===== src/rtl/arf_sequencer.sv =====
// Sequencer and round-robin arbiter for the PC/SP/AR address register file.
// Issues select/function sequences per request and tracks a shadow stack depth.
module arf_sequencer #(
  parameter int unsigned STACK_DEPTH = 16
) (
  input  logic                                 clock,
  input  logic                                 reset_n,
  input  logic [3:0]                           req,
  input  logic [1:0]                           load_sel,
  input  logic [15:0]                          load_data,
  output logic [3:0]                           ack,
  output logic                                 err,
  output logic                                 busy,
  output logic [$clog2(STACK_DEPTH+1)-1:0]     depth,
  output logic [2:0]                           arf_regsel,
  output logic [1:0]                           arf_funsel,
  output logic [1:0]                           arf_outcsel,
  output logic [1:0]                           arf_outdsel,
  output logic [31:0]                          arf_i
);

  localparam int unsigned DepthW = $clog2(STACK_DEPTH + 1);
  localparam logic [DepthW-1:0] DepthFull = DepthW'(STACK_DEPTH);

  typedef enum logic [3:0] {
    StIdle,
    StFSel,
    StFInc,
    StPDec,
    StPSel,
    StPAck,
    StQSel,
    StQInc,
    StLWr,
    StLAck,
    StErr
  } state_e;

  state_e              r_state;
  state_e              w_state_d;
  logic [1:0]          r_last_grant;
  logic [1:0]          r_load_sel;
  logic [15:0]         r_load_data;
  logic [1:0]          r_outcsel;
  logic [DepthW-1:0]   r_depth;
  logic [DepthW-1:0]   w_depth_d;
  logic [1:0]          w_outcsel_d;
  logic                w_grant_vld;
  logic [1:0]          w_grant;
  logic                w_grant_now;

  // Round-robin search starting just after the last granted requester.
  always_comb begin
    logic [1:0] idx;
    w_grant_vld = 1'b0;
    w_grant     = r_last_grant;
    for (int i = 1; i <= 4; i++) begin
      idx = r_last_grant + 2'(i);
      if (!w_grant_vld && req[idx]) begin
        w_grant_vld = 1'b1;
        w_grant     = idx;
      end
    end
  end

  assign w_grant_now = (r_state == StIdle) && w_grant_vld;

  // State register
  always_ff @(posedge clock or negedge reset_n) begin
    if (!reset_n) begin
      r_state <= StIdle;
    end else begin
      r_state <= w_state_d;
    end
  end

  // Next-state logic
  always_comb begin
    w_state_d = r_state;
    unique case (r_state)
      StIdle: begin
        if (w_grant_vld) begin
          unique case (w_grant)
            2'd0:    w_state_d = StFSel;
            2'd1:    w_state_d = (r_depth == DepthFull) ? StErr : StPDec;
            2'd2:    w_state_d = (r_depth == '0) ? StErr : StQSel;
            default: w_state_d = (load_sel == 2'b11) ? StErr : StLWr;
          endcase
        end
      end
      StFSel:  w_state_d = StFInc;
      StPDec:  w_state_d = StPSel;
      StPSel:  w_state_d = StPAck;
      StQSel:  w_state_d = StQInc;
      StLWr:   w_state_d = StLAck;
      StFInc,
      StPAck,
      StQInc,
      StLAck,
      StErr:   w_state_d = StIdle;
      default: w_state_d = StIdle;
    endcase
  end

  // Output decode
  always_comb begin
    ack        = 4'b0000;
    err        = 1'b0;
    arf_regsel = 3'b000;
    arf_funsel = 2'b00;
    unique case (r_state)
      StFInc: begin
        ack        = 4'b0001;
        arf_regsel = 3'b100;
        arf_funsel = 2'b01;
      end
      StPDec: begin
        arf_regsel = 3'b010;
        arf_funsel = 2'b00;
      end
      StPAck: ack = 4'b0010;
      StQInc: begin
        ack        = 4'b0100;
        arf_regsel = 3'b010;
        arf_funsel = 2'b01;
      end
      StLWr: begin
        arf_funsel = 2'b10;
        unique case (r_load_sel)
          2'b00:   arf_regsel = 3'b100;
          2'b01:   arf_regsel = 3'b010;
          2'b10:   arf_regsel = 3'b001;
          default: arf_regsel = 3'b000;
        endcase
      end
      StLAck: ack = 4'b1000;
      StErr: begin
        ack = 4'b0001 << r_last_grant;
        err = 1'b1;
      end
      default: ;
    endcase
  end

  assign busy        = (r_state != StIdle);
  assign depth       = r_depth;
  assign arf_outcsel = r_outcsel;
  assign arf_outdsel = 2'b10;
  assign arf_i       = {16'h0000, r_load_data};

  // OutC select is loaded on entry so it is already valid during the *_SEL state.
  always_comb begin
    w_outcsel_d = r_outcsel;
    if (w_state_d == StFSel) begin
      w_outcsel_d = 2'b00;
    end else if ((w_state_d == StPSel) || (w_state_d == StQSel)) begin
      w_outcsel_d = 2'b01;
    end
  end

  always_comb begin
    w_depth_d = r_depth;
    if (r_state == StPDec) begin
      w_depth_d = r_depth + 1'b1;
    end else if (r_state == StQInc) begin
      w_depth_d = r_depth - 1'b1;
    end else if ((r_state == StLWr) && (r_load_sel == 2'b01)) begin
      w_depth_d = '0;
    end
  end

  always_ff @(posedge clock or negedge reset_n) begin
    if (!reset_n) begin
      r_last_grant <= 2'd3;
      r_load_sel   <= 2'b00;
      r_load_data  <= 16'h0000;
      r_outcsel    <= 2'b00;
      r_depth      <= '0;
    end else begin
      r_outcsel <= w_outcsel_d;
      r_depth   <= w_depth_d;
      if (w_grant_now) begin
        r_last_grant <= w_grant;
        if (w_grant == 2'd3) begin
          r_load_sel  <= load_sel;
          r_load_data <= load_data;
        end
      end
    end
  end

endmodule


===== config.mk =====
export PLATFORM = sky130hd
export DESIGN_NAME = arf_sequencer
export DESIGN_NICKNAME = d
export VERILOG_FILES = /design/src/rtl/arf_sequencer.sv
export SDC_FILE = /design/constraint.sdc
export NUM_CORES = 1
export LEC_CHECK = 0
export CORE_MARGIN = 2
export CORE_UTILIZATION = 57
export DETAILED_ROUTE_END_ITERATION = 10
export DONT_BUFFER_PORTS = 1
export PLACE_DENSITY = 0.81
export SLEW_MARGIN = 20
export SYNTH_ARGS = -nofsm -noshare
export SYNTH_HDL_FRONTEND = slang
export SYNTH_SLANG_ARGS = --single-unit
export TNS_END_PERCENT = 20

===== constraint.sdc =====
create_clock -name clock -period 3.15 [get_ports clock]
set_input_delay 0.63 -clock clock [delete_from_list [all_inputs] [get_ports clock]]
set_output_delay 0.63 -clock clock [all_outputs]
set_load 0.03 [all_outputs]

==> run metrics, run 1 <==
outcome=finished clean; Fin Setup TNS=0 ps; total CTS buffers=5; Pins Over Slew Limit=0; iteration count of the initial detailed-routing pass=4; GRT Resource Usage Total=0.210; die width=62.8 um; most common cell after layout, fill and taps aside=dfrtp_1; Gate power share=0.527; layout cell share with drive strength beyond 1=0.189; final hold slack=107 ps; Area after DPL=2010 um^2; crit path time final=approximately 3100 ps; main combinational cell family by area after synthesis=simple AND/OR/NAND/NOR gates; proportion of synthesized area in mux cells=0.137; Clock transition at path regs=100 ps; Hold Violations, Final=0; drt drc=0; Critical path buffers and inverters=0; synth unique cells=46; FFs w/ async S/R, synth=1.00; Rows=21; WP data required=3380 ps; 1st-iter DRT viols=135; FILL cells=273; Post-Synth Adder-Cell Area=0.0762; nets@finish=257; CP max FO=3; crit start category=flip-flop; clock latency on the worst-skew pair=330 ps; maximum number of pins on one net before global-route repair=29; Seq/Total Area, Yosys=0.382; effective utilization at floorplan=0.591; final wirelength=3810 um; fin area=2180 um^2; clk_skew=between 8 and 9 ps; synthesized flop and latch total=30; first-pass GRT wire length=6510 um; max_cap viols=0; initial antenna violation count=0; CP top delay family=compound AO/OA/AOI/OAI gates; Routability Congestion=0.844; highest clock rate=roughly 320 MHz; Post-Syn Instances=205; Synth top area share=0.356; Worst EP arrival=3370 ps; Power Internal=1.36 mW; Cell Chain, Critical Path=mux4_2 > a221oi_2 > nor2_1 > or3_1 > and3_4 > ha_4 > mux2_4 > a31oi_4 > o21ai_2 > o31a_1 > o22a_1; r2r worst-path depth=11; Worst Max-Slew Pin Slew=910 ps; antenna cells=0; ranking of synthesized cells by area=dfrtp_1 36%, mux2_1 11%, buf_4 7.6%; CTS max path bufs=2; Net Switching=1.37 mW; CTS tree=done; number of synthesized flops with an enable pin=0; commonest non-fill, non-tap cells in the layout=28 x dfrtp_1, 20 x mux2_1, 19 x conb_1, 18 x nor2_1, 18 x buf_4; vias in the first global route=1410; Post-Synth XOR/XNOR Area=0.00444; slowest CP cell=dfstp_2; Vias/cell=roughly 5.5; setup slack after layout=between 10 and 15 ps; Syn-to-layout area delta=10.4%; HPWL Detailed=2720 um; Vias=1478; P per Cell Area=1260 nW/um^2; crit-path max cell delay=560 ps; Clock Power Share=0.089; P_leak=between 1 and 1.5 nW; relative slew slack=0.387; Clock Sink Count=30; gr ovfl total=0; yosys warns=0; final setup vio count=0; prevailing post-synth register cell=dfrtp_1; Ports=76; CTS H-Tree Depth=2; sequential share of power=0.383; Synth Area per Inst=~9.6 um^2; WL/cell=14.2 um; Core Area=3340 um^2; number of routed nets with antenna violations=0; Post-Synth Simple-Gate Area=0.159; Root Driver=clkbuf_4; Max VDD drop=0.000693 V; Synth Area in Compound Gates=0.119; sw frac=0.502; DP Worst Slack=-99.6 ps; Port Buf Inserts=0; unrepaired setup endpoints after global routing=true; area of the mapped netlist=~2000 um^2; Critical Path Stages=11; Final period util=0.996; top cell type by total area after synthesis=dfrtp_1; Die Ht=62.8 um; critical path class=reg2reg; CP endpoint kind=flip-flop; die area=3940 um^2; Hold WC Path Type=in2async
final cells by class:
type,instances,area (um^2),share of cell area
inverters,15,56.3,0.0259
flip-flops and latches,30,753,0.346
well taps,46,57.6,0.0265
repair buffers,19,155,0.0713
clock inverters,2,12.5,0.00575
clock buffers,6,51.3,0.0236
multi-input cells,150,1090,0.501
power groups by stage:
stage | clock network (mW) | logic, mW | registers (mW)
after CTS | 0.255 | 1.40 | 1.05
final | 0.245 | 1.44 | 1.05
after detailed placement | 0 | 1.23 | 1.06
after floorplan | 0 | 1.02 | 0.983
after global routing | 0.273 | 1.60 | 1.08
after global placement | 0 | 1.20 | 1.06
cell usage after synthesis (2+ instances only):
library cell	n
dfstp_2	2
o22ai_1	3
inv_1	14
dfrtp_1	28
nand2_1	9
a32oi_1	2
clkbuf_1	6
nor2_1	18
nor2b_1	4
ha_1	12
nand3_1	4
a21oi_1	10
o21ai_0	6
buf_4	20
mux2_1	20
o211ai_1	2
nand3b_1	2
nor3_1	4
o21ai_1	3
and3_1	2
nand2b_1	6
a31oi_1	3
conb_1	2
metrics by stage:
step | power (mW) | std cells | utilization
4_1_cts | 2.70 | 267 | 0.649
6_report | 2.74 | 268 | 0.652
5_1_grt | 2.95 | 268 | 0.652
3_5_place_dp | 2.29 | 254 | 0.603
2_1_floorplan | 2.00 | 222 | -
3_3_place_gp | 2.26 | 254 | 0.603
logic make-up (layout without fill, tap and decap cells):
| family | count (synthesis) | count (layout) |
|---|---|---|
| multiplexers | 23 | 23 |
| buffers and inverters | 42 | 42 |
| AND/OR/NAND/NOR | 59 | 59 |
| other | 2 | 19 |
| adder cells (fa/ha/maj) | 12 | 12 |
| AO/OA/AOI/OAI | 36 | 36 |
| flip-flops | 30 | 30 |
| XOR/XNOR | 1 | 1 |
registers in the layout, indices dropped and copies added (netlist names):
signal        count
r_last_grant      2
arf_outcsel       1
depth             5
r_load_data      16
r_state           4
r_load_sel        2
path summary, 6_finish.rpt:
path | slack (ps) | to | startpoint
min in group clock | 430 | r_load_data[7] | load_data[7]
hold reg to reg | 530 | r_load_sel[1] | r_load_sel[1]
hold / removal | 110 | r_load_data[7] | reset_n
setup / recovery | 10 | arf_outcsel[0] | r_last_grant[0]
setup reg to reg | 10 | arf_outcsel[0] | r_last_grant[0]
max in group asynchronous | 2880 | r_load_sel[0] | reset_n
routing by layer:
layer / GRT usage / routed length, um / vias to the layer above
met5: 0 / 0 / -
met4: 0.0667 / 63 / 0
met3: 0.0667 / 360 / 8
met2: 0.331 / 1730 / 81
met1: 0.276 / 1660 / 683
li1: - / - / 706
what timing repair did:
action / 4_1_cts / 5_1_grt
gates cloned: 0 / 0
endpoints found under the hold margin: 28 / 0
endpoints found under the setup margin: 1 / 1
hold buffers: 1 / 0
setup buffers: 4 / 1
gates resized for setup: 7 / 1
pin swaps: 2 / 2
Note: power is estimated with default switching activity, not from simulation.
==> run 2: changes to the inputs <==
SLEW_MARGIN = unset   (was 20)
==> results of run 2 <==
Same layout as run 1: the final DEF is identical, and so are final timing and power.
